<file path="config.mk">
export PLATFORM = sky130hd
export DESIGN_NAME = cell_expand
export DESIGN_NICKNAME = d
export VERILOG_FILES = /design/src/rtl/cell_expand_pkg.sv /design/src/rtl/cell_fifo.sv /design/src/rtl/cell_expand.sv
export SDC_FILE = /design/constraint.sdc
export NUM_CORES = 1
export LEC_CHECK = 0
export BUFFER_PORTS_ARGS = -buffer_cell sky130_fd_sc_hd__buf_2
export CORE_MARGIN = 3
export CORE_UTILIZATION = 40
export DETAILED_ROUTE_END_ITERATION = 16
export PLACE_DENSITY = 0.69
export SKIP_CTS_REPAIR_TIMING = 1
export SYNTH_ARGS = -nofsm -noshare
export SYNTH_HDL_FRONTEND = slang
export SYNTH_SLANG_ARGS = --single-unit
</file>
<file path="constraint.sdc">
create_clock -name clkn -period 4.8 [get_ports clkn]
set_input_delay 0.48 -clock clkn [delete_from_list [all_inputs] [get_ports clkn]]
set_output_delay 0.48 -clock clkn [all_outputs]
set_load 0.02 [all_outputs]
</file>
<file path="src/rtl/cell_expand_pkg.sv">
// Shared definitions for the cell expander: pixel width, default cell
// length and the replay counter width.
package cell_expand_pkg;

  localparam int unsigned PIX_W    = 24;
  localparam int unsigned CELL_LEN = 23;
  localparam int unsigned CNT_W    = 8;

  typedef logic [PIX_W-1:0] pix_t;

endpackage

</file>
<file path="src/rtl/cell_fifo.sv">
// Cell-value FIFO: DEPTH x PIX_W entries, negedge clocked, async active-low
// reset. head is the entry at the read pointer; there is no bypass from
// the write port, so a pushed value is only visible after its write edge.
module cell_fifo
  import cell_expand_pkg::*;
#(
  parameter int unsigned DEPTH = 4,
  parameter int unsigned AW    = 2
) (
  input  logic             clkn,
  input  logic             resetn,
  input  logic             push,
  input  logic [PIX_W-1:0] din,
  input  logic             pop,
  output logic [PIX_W-1:0] head,
  output logic             full,
  output logic             empty
);

  pix_t          mem [DEPTH];
  logic [AW-1:0] wr_ptr;
  logic [AW-1:0] rd_ptr;
  logic [AW:0]   occ;
  logic          do_push;
  logic          do_pop;

  assign full    = (occ == (AW+1)'(DEPTH));
  assign empty   = (occ == '0);
  assign do_pop  = pop & ~empty;
  assign do_push = push & (~full | do_pop);
  assign head    = mem[rd_ptr];

  // Storage, pointers (wrap modulo DEPTH) and occupancy.
  always_ff @(negedge clkn or negedge resetn) begin
    if (!resetn) begin
      for (int unsigned i = 0; i < DEPTH; i++) mem[i] <= '0;
      wr_ptr <= '0;
      rd_ptr <= '0;
      occ    <= '0;
    end else begin
      if (do_push) begin
        mem[wr_ptr] <= din;
        wr_ptr      <= wr_ptr + 1'b1;
      end
      if (do_pop) rd_ptr <= rd_ptr + 1'b1;
      case ({do_push, do_pop})
        2'b10:   occ <= occ + 1'b1;
        2'b01:   occ <= occ - 1'b1;
        default: occ <= occ;
      endcase
    end
  end

endmodule

</file>
<file path="src/rtl/cell_expand.sv">
// Cell expander: replays each reduced cell value LENGTH+1 times, once per
// pixel strobe, with sticky overflow/underflow flags.
module cell_expand
  import cell_expand_pkg::*;
#(
  parameter int unsigned LENGTH = CELL_LEN,
  parameter int unsigned DEPTH  = 4,
  parameter int unsigned AW     = 2
) (
  input  logic             clkn,
  input  logic             resetn,
  input  logic             valid_min_RGB,
  input  logic [PIX_W-1:0] min_RGB,
  input  logic             valid_pix,
  input  logic             clr_err,
  output logic             valid_pix_RGB,
  output logic [PIX_W-1:0] pix_RGB,
  output logic             fifo_full,
  output logic             overflow,
  output logic             underflow
);

  logic [CNT_W-1:0] count;
  logic             last_pix;
  logic             pop;
  logic             push;
  logic             ovf_set;
  logic             udf_set;
  logic             empty;
  pix_t             head;

  assign last_pix = (count == CNT_W'(LENGTH));
  assign pop      = valid_pix & ~empty & last_pix;
  // A push into a full FIFO is still accepted when the last pixel of the
  // head cell frees a slot on the same edge.
  assign push     = valid_min_RGB & (~fifo_full | pop);
  assign ovf_set  = valid_min_RGB & fifo_full & ~pop;
  assign udf_set  = valid_pix & empty;

  cell_fifo #(
    .DEPTH (DEPTH),
    .AW    (AW)
  ) u_fifo (
    .clkn   (clkn),
    .resetn (resetn),
    .push   (push),
    .din    (min_RGB),
    .pop    (pop),
    .head   (head),
    .full   (fifo_full),
    .empty  (empty)
  );

  // Replay counter and registered pixel output.
  always_ff @(negedge clkn or negedge resetn) begin
    if (!resetn) begin
      count         <= '0;
      pix_RGB       <= '0;
      valid_pix_RGB <= 1'b0;
    end else if (valid_pix && !empty) begin
      pix_RGB       <= head;
      valid_pix_RGB <= 1'b1;
      count         <= last_pix ? '0 : count + 1'b1;
    end else begin
      pix_RGB       <= '0;
      valid_pix_RGB <= 1'b0;
    end
  end

  // Sticky error flags; a new error outranks a same-cycle clear.
  always_ff @(negedge clkn or negedge resetn) begin
    if (!resetn) begin
      overflow  <= 1'b0;
      underflow <= 1'b0;
    end else begin
      overflow  <= (overflow  & ~clr_err) | ovf_set;
      underflow <= (underflow & ~clr_err) | udf_set;
    end
  end

endmodule

</file>
; ---- Yosys cells after proc, flatten, opt, wreduce, memory -nomap -nowiden
; Cells that the tools add are included.
; Widths: inputs -> output; s select.
[word_totals]
output_inout_bits = 28
regBits = 138
elab_cells = 59
[classes]
addsub = 5
eq_ne = 4
magnitude_cmp = 3
bitwise = 20
n_mux = 10
n_reduce_logical = 5
[ops]
columns = cell, n
row1 = $bwmux 96, 1
row2 = $mux 24, 4
row3 = $bmux 24 s2, 1
row4 = $demux 24 s2, 1
row5 = $and 1x1->1, 10
row6 = $add 8x1->8 const B, 1
row7 = $eq 8x5->1 const B, 1
row8 = $mux 8, 1
row9 = $ge 3x3->1 const B, 2
row10 = $not 2->3, 2
row11 = $pmux 3 s2, 1
row12 = $add 2x1->2 const B, 2
row13 = $not 1->1, 4
row14 = $or 1x1->1, 4
row15 = $add 3x1->3 const B, 1
row16 = $eq 3x3->1 const B, 1
row17 = $logic_not 3->1, 1
row18 = $lt 3x1->1 const B, 1
row19 = $sub 3x1->3 const B, 1
row20 = $eq 2x1->1 const B, 1
row21 = $eq 2x2->1 const B, 1
row22 = $logic_and 1x1->1, 2
row23 = $reduce_bool 2->1, 1
row24 = $logic_not 1->1, 1
row25 = $mux 1, 1

; ---- Depth between registers and ports, before layout
[depth]
depth_word = 9
ltp_mapped = 10

; ---- Hierarchy
; Synthesis repeated with hierarchy kept, for this count alone.
[hier_totals]
cells_unflattened = 373
area_unflattened_um2 = 5890.6
[modules_own_cells]
columns = mod, area_per_inst_um2, seq_area_each_um2, instances, cells_each
row1 = cell_fifo, 4588.2, 2577.5, 1, 271
row2 = cell_expand, 1302.5, 875.8, 1, 102

==> summary.md <==
| Metric | Value |
|---|---|
| Hold Path Class | reg -> reg |
| Max cap viols | 0 |
| Leakage | 3.146 nW |
| Layout cells sized above 1 | 50.56% |
| Sequential area share after synthesis | 58.94% |
| TritonCTS clock tree | built |
| Worst setup SP type | flop |
| GRT overflow | 0 |
| RSZ-0062 raised after global routing | false |
| Worst slew margin | 62.78% |
| Reg-to-Reg End | u_fifo.occ[2]$_DFFE_NN0P_ |
| Total die area | 16140 um^2 |
| Worst setup EP type | primary output |
| Port buffer count | 56 |
| Power per cell area | 699.7 nW/um^2 |
| Clock-pin slew on the worst setup and hold paths | 40 ps |
| Clock buffer depth | 2 |
| CTS sink count | 138 |
| TNS Setup | 0 ps |
| I/O pin total | 57 |
| Yosys top cell area share | 58.94% |
| Synth-to-Final Area Change | 18.81% |
| Routed len/inst | 17.85 um |
| Die width | 127.0 um |
| Ys flop type | dfrtn_1 |
| Die H | 127.0 um |
| First-pass GRT wire length | 18770 um |
| Synth Warn # | 0 |
| WL met3 | 460 um |
| Unique masters post-synth | 27 |
| Vias in the first global route | 3585 |
| Final Hold Fails | 0 |
| Total number of vias | 3170 |
| Post-route DRC | 0 |
| CTS Buf Count | 17 |
| Mapped Cells | 365 |
| Max Slew Vio Count | 0 |
| Worst slew pin tran | 553.6 ps |
| Reg2reg start | count[4]$_DFFE_NN0P_ |
| Final Total Pwr | 4.871 mW |
| Setup crit start | u_fifo.occ[2]$_DFFE_NN0P_ |
| Setup slack, reg-to-reg | 2180 ps |
| Drt first pass iters | 4 |
| Clock Tree Root | clkbuf_16 |
| Post-synth EDFFs | 0 |
| Gr usage total | 15.09% |
| Synth top area cells | dfrtn_1, mux2_2, mux4_2, and2_1, mux2_4 |
| Worst IR Drop VDD | 0.0003209 V |
| Critical Path Sink | fifo_full |
| Placer Congestion | 0.7019 |
| Top layer in use | met4 |
| Core Box Area | 14100 um^2 |
| Post-DP HPWL | 6912 um |
| Row cnt | 43 |
| Antenna cells | 0 |
| Post-Syn Nets | 401 |
| Vias/cell | 5.056 |
| Initial Utilization | 41.57% |
| M1 WL | 4988 um |
| Crit Path Class | reg -> out |
| Area leader, netlist | dfrtn_1 |
| Min-delay src | count[7]$_DFFE_NN0P_ |
| Worst-path maximum fanout | 4 |
| Mapped cell area | 5859 um^2 |
| Post-route ant nets | 0 |
| Initial antenna violation count | 0 |
| H-tree Lvls | 4 |
| Yosys reg bits | 138 |
| Status | completed |
| DRT Wirelength | 11190 um |
| Worst reg2reg path depth | 8 |
| FFs w/ async S/R, synth | 100.0% |
| CP Data Arrival Time | 3930 ps |
| Starting DRT DRC Count | 160 |
| Mean post-synth cell area | 16.05 um^2 |
| DR WL met2 | 5505 um |
| Largest net degree at the start of global routing | 76 |
| Worst Path Required | 4320 ps |
| Clock latency at the later pin of the worst-skew pair | 390 ps |
| Nets@finish | 470 |
| Layout Skew | 7.440 ps |
| Setup-failing EPs final | 0 |
| # fillers | 1186 |
[worst max-delay path, cell delays in order, from the launching register on]
cell,delay (ps)
dfrtn_1,460
nor3b_1,430
buf_2,260
[logic make-up after synthesis]
| kind of cell | share of synthesized area (%) |
|---|---|
| AO/OA/AOI/OAI | 1.303 |
| XOR/XNOR | 1.644 |
| adder cells (fa/ha/maj) | 1.623 |
| buffers and inverters | 2.819 |
| flip-flops | 58.94 |
| multiplexers | 28.55 |
| AND/OR/NAND/NOR | 5.125 |
[placed cells by master, fill, tap and decap left out, types with 2 or more instances in the layout]
cell / n
and2_1: 24
buf_12: 2
buf_2: 55
buf_4: 10
bufinv_16: 3
clkbuf_16: 17
clkbuf_8: 2
clkinv_2: 5
clkinvlp_4: 3
dfrtn_1: 138
ha_1: 6
inv_1: 10
mux2_2: 89
mux2_4: 8
mux4_2: 24
nand2_1: 9
nand3_2: 4
nand4_1: 3
nor2_1: 5
o21ai_0: 4
o31ai_1: 3
xnor2_1: 5
xor2_1: 6
[final cells by class]
| cell class | instances | area (um^2) | share of cell area, % |
|---|---|---|---|
| multi-input combinational | 199 | 2241 | 32.19 |
| clock inverter | 12 | 146.4 | 2.103 |
| tap | 180 | 225.2 | 3.235 |
| sequential | 138 | 3453 | 49.60 |
| inverter | 10 | 37.54 | 0.5392 |
| timing repair buffer | 68 | 401.6 | 5.769 |
| clock buffer | 20 | 456.7 | 6.560 |
[layer usage]
metal	track usage, %	up-vias
met5	0	-
met4	6.183	0
met3	4.682	19
met2	24.35	54
met1	19.05	1654
li1	-	1443
[synth_stat cells, drive strengths merged, types with 5 or more instances]
cell type and instances:
dfrtn 138, mux2 97, and2 24, mux4 24, buf 11, inv 10
nand2 9, clkbuf 7, ha 6, xor2 6, nor2 5, xnor2 5
[where the power goes]
| part | leakage [nW] | internal (mW) | total (mW) | switching (mW) |
|---|---|---|---|---|
| sequential | 1.68 | 1.77 | 2.06 | 0.299 |
| clock | 0.292 | 0.840 | 1.32 | 0.475 |
| combinational | 1.17 | 0.861 | 1.49 | 0.630 |
[metrics by stage]
step / std cells / setup WS [ps] / utilization (%) / hold slack (ps) / instance area, um^2
after detailed placement: 595 / 45.71 / 45.11 / 436.0 / 6359
after global routing: 627 / 295.1 / 49.39 / 462.9 / 6962
after global placement: 595 / 170.2 / 45.11 / 421.5 / 6359
final: 627 / 385.2 / 49.39 / 429.5 / 6962
after CTS: 627 / 377.5 / 49.39 / 429.4 / 6962
after floorplan: 365 / 38.91 / - / 405.3 / 5859
[sequential cells by signal, summed over array words and instances, names as in the netlist]
register / count
underflow: 1
u_fifo.mem: 96
u_fifo.rd_ptr: 2
valid_pix_RGB: 1
u_fifo.wr_ptr: 2
count: 8
overflow: 1
pix_RGB: 24
u_fifo.occ: 3
[how the worst min path moves through the flow]
stage | end | slack (ps) | cells after the start
after floorplan | count[7]$_DFFE_NN0P_ | 410 | 1
after global placement | count[7]$_DFFE_NN0P_ | 420 | 1
after detailed placement | count[7]$_DFFE_NN0P_ | 440 | 1
after CTS | count[7]$_DFFE_NN0P_ | 430 | 1
after global routing | u_fifo.mem[12]$_DFFE_NN0P_ | 460 | 1
final | count[7]$_DFFE_NN0P_ | 430 | 1
(Power assumes the default switching activity.)
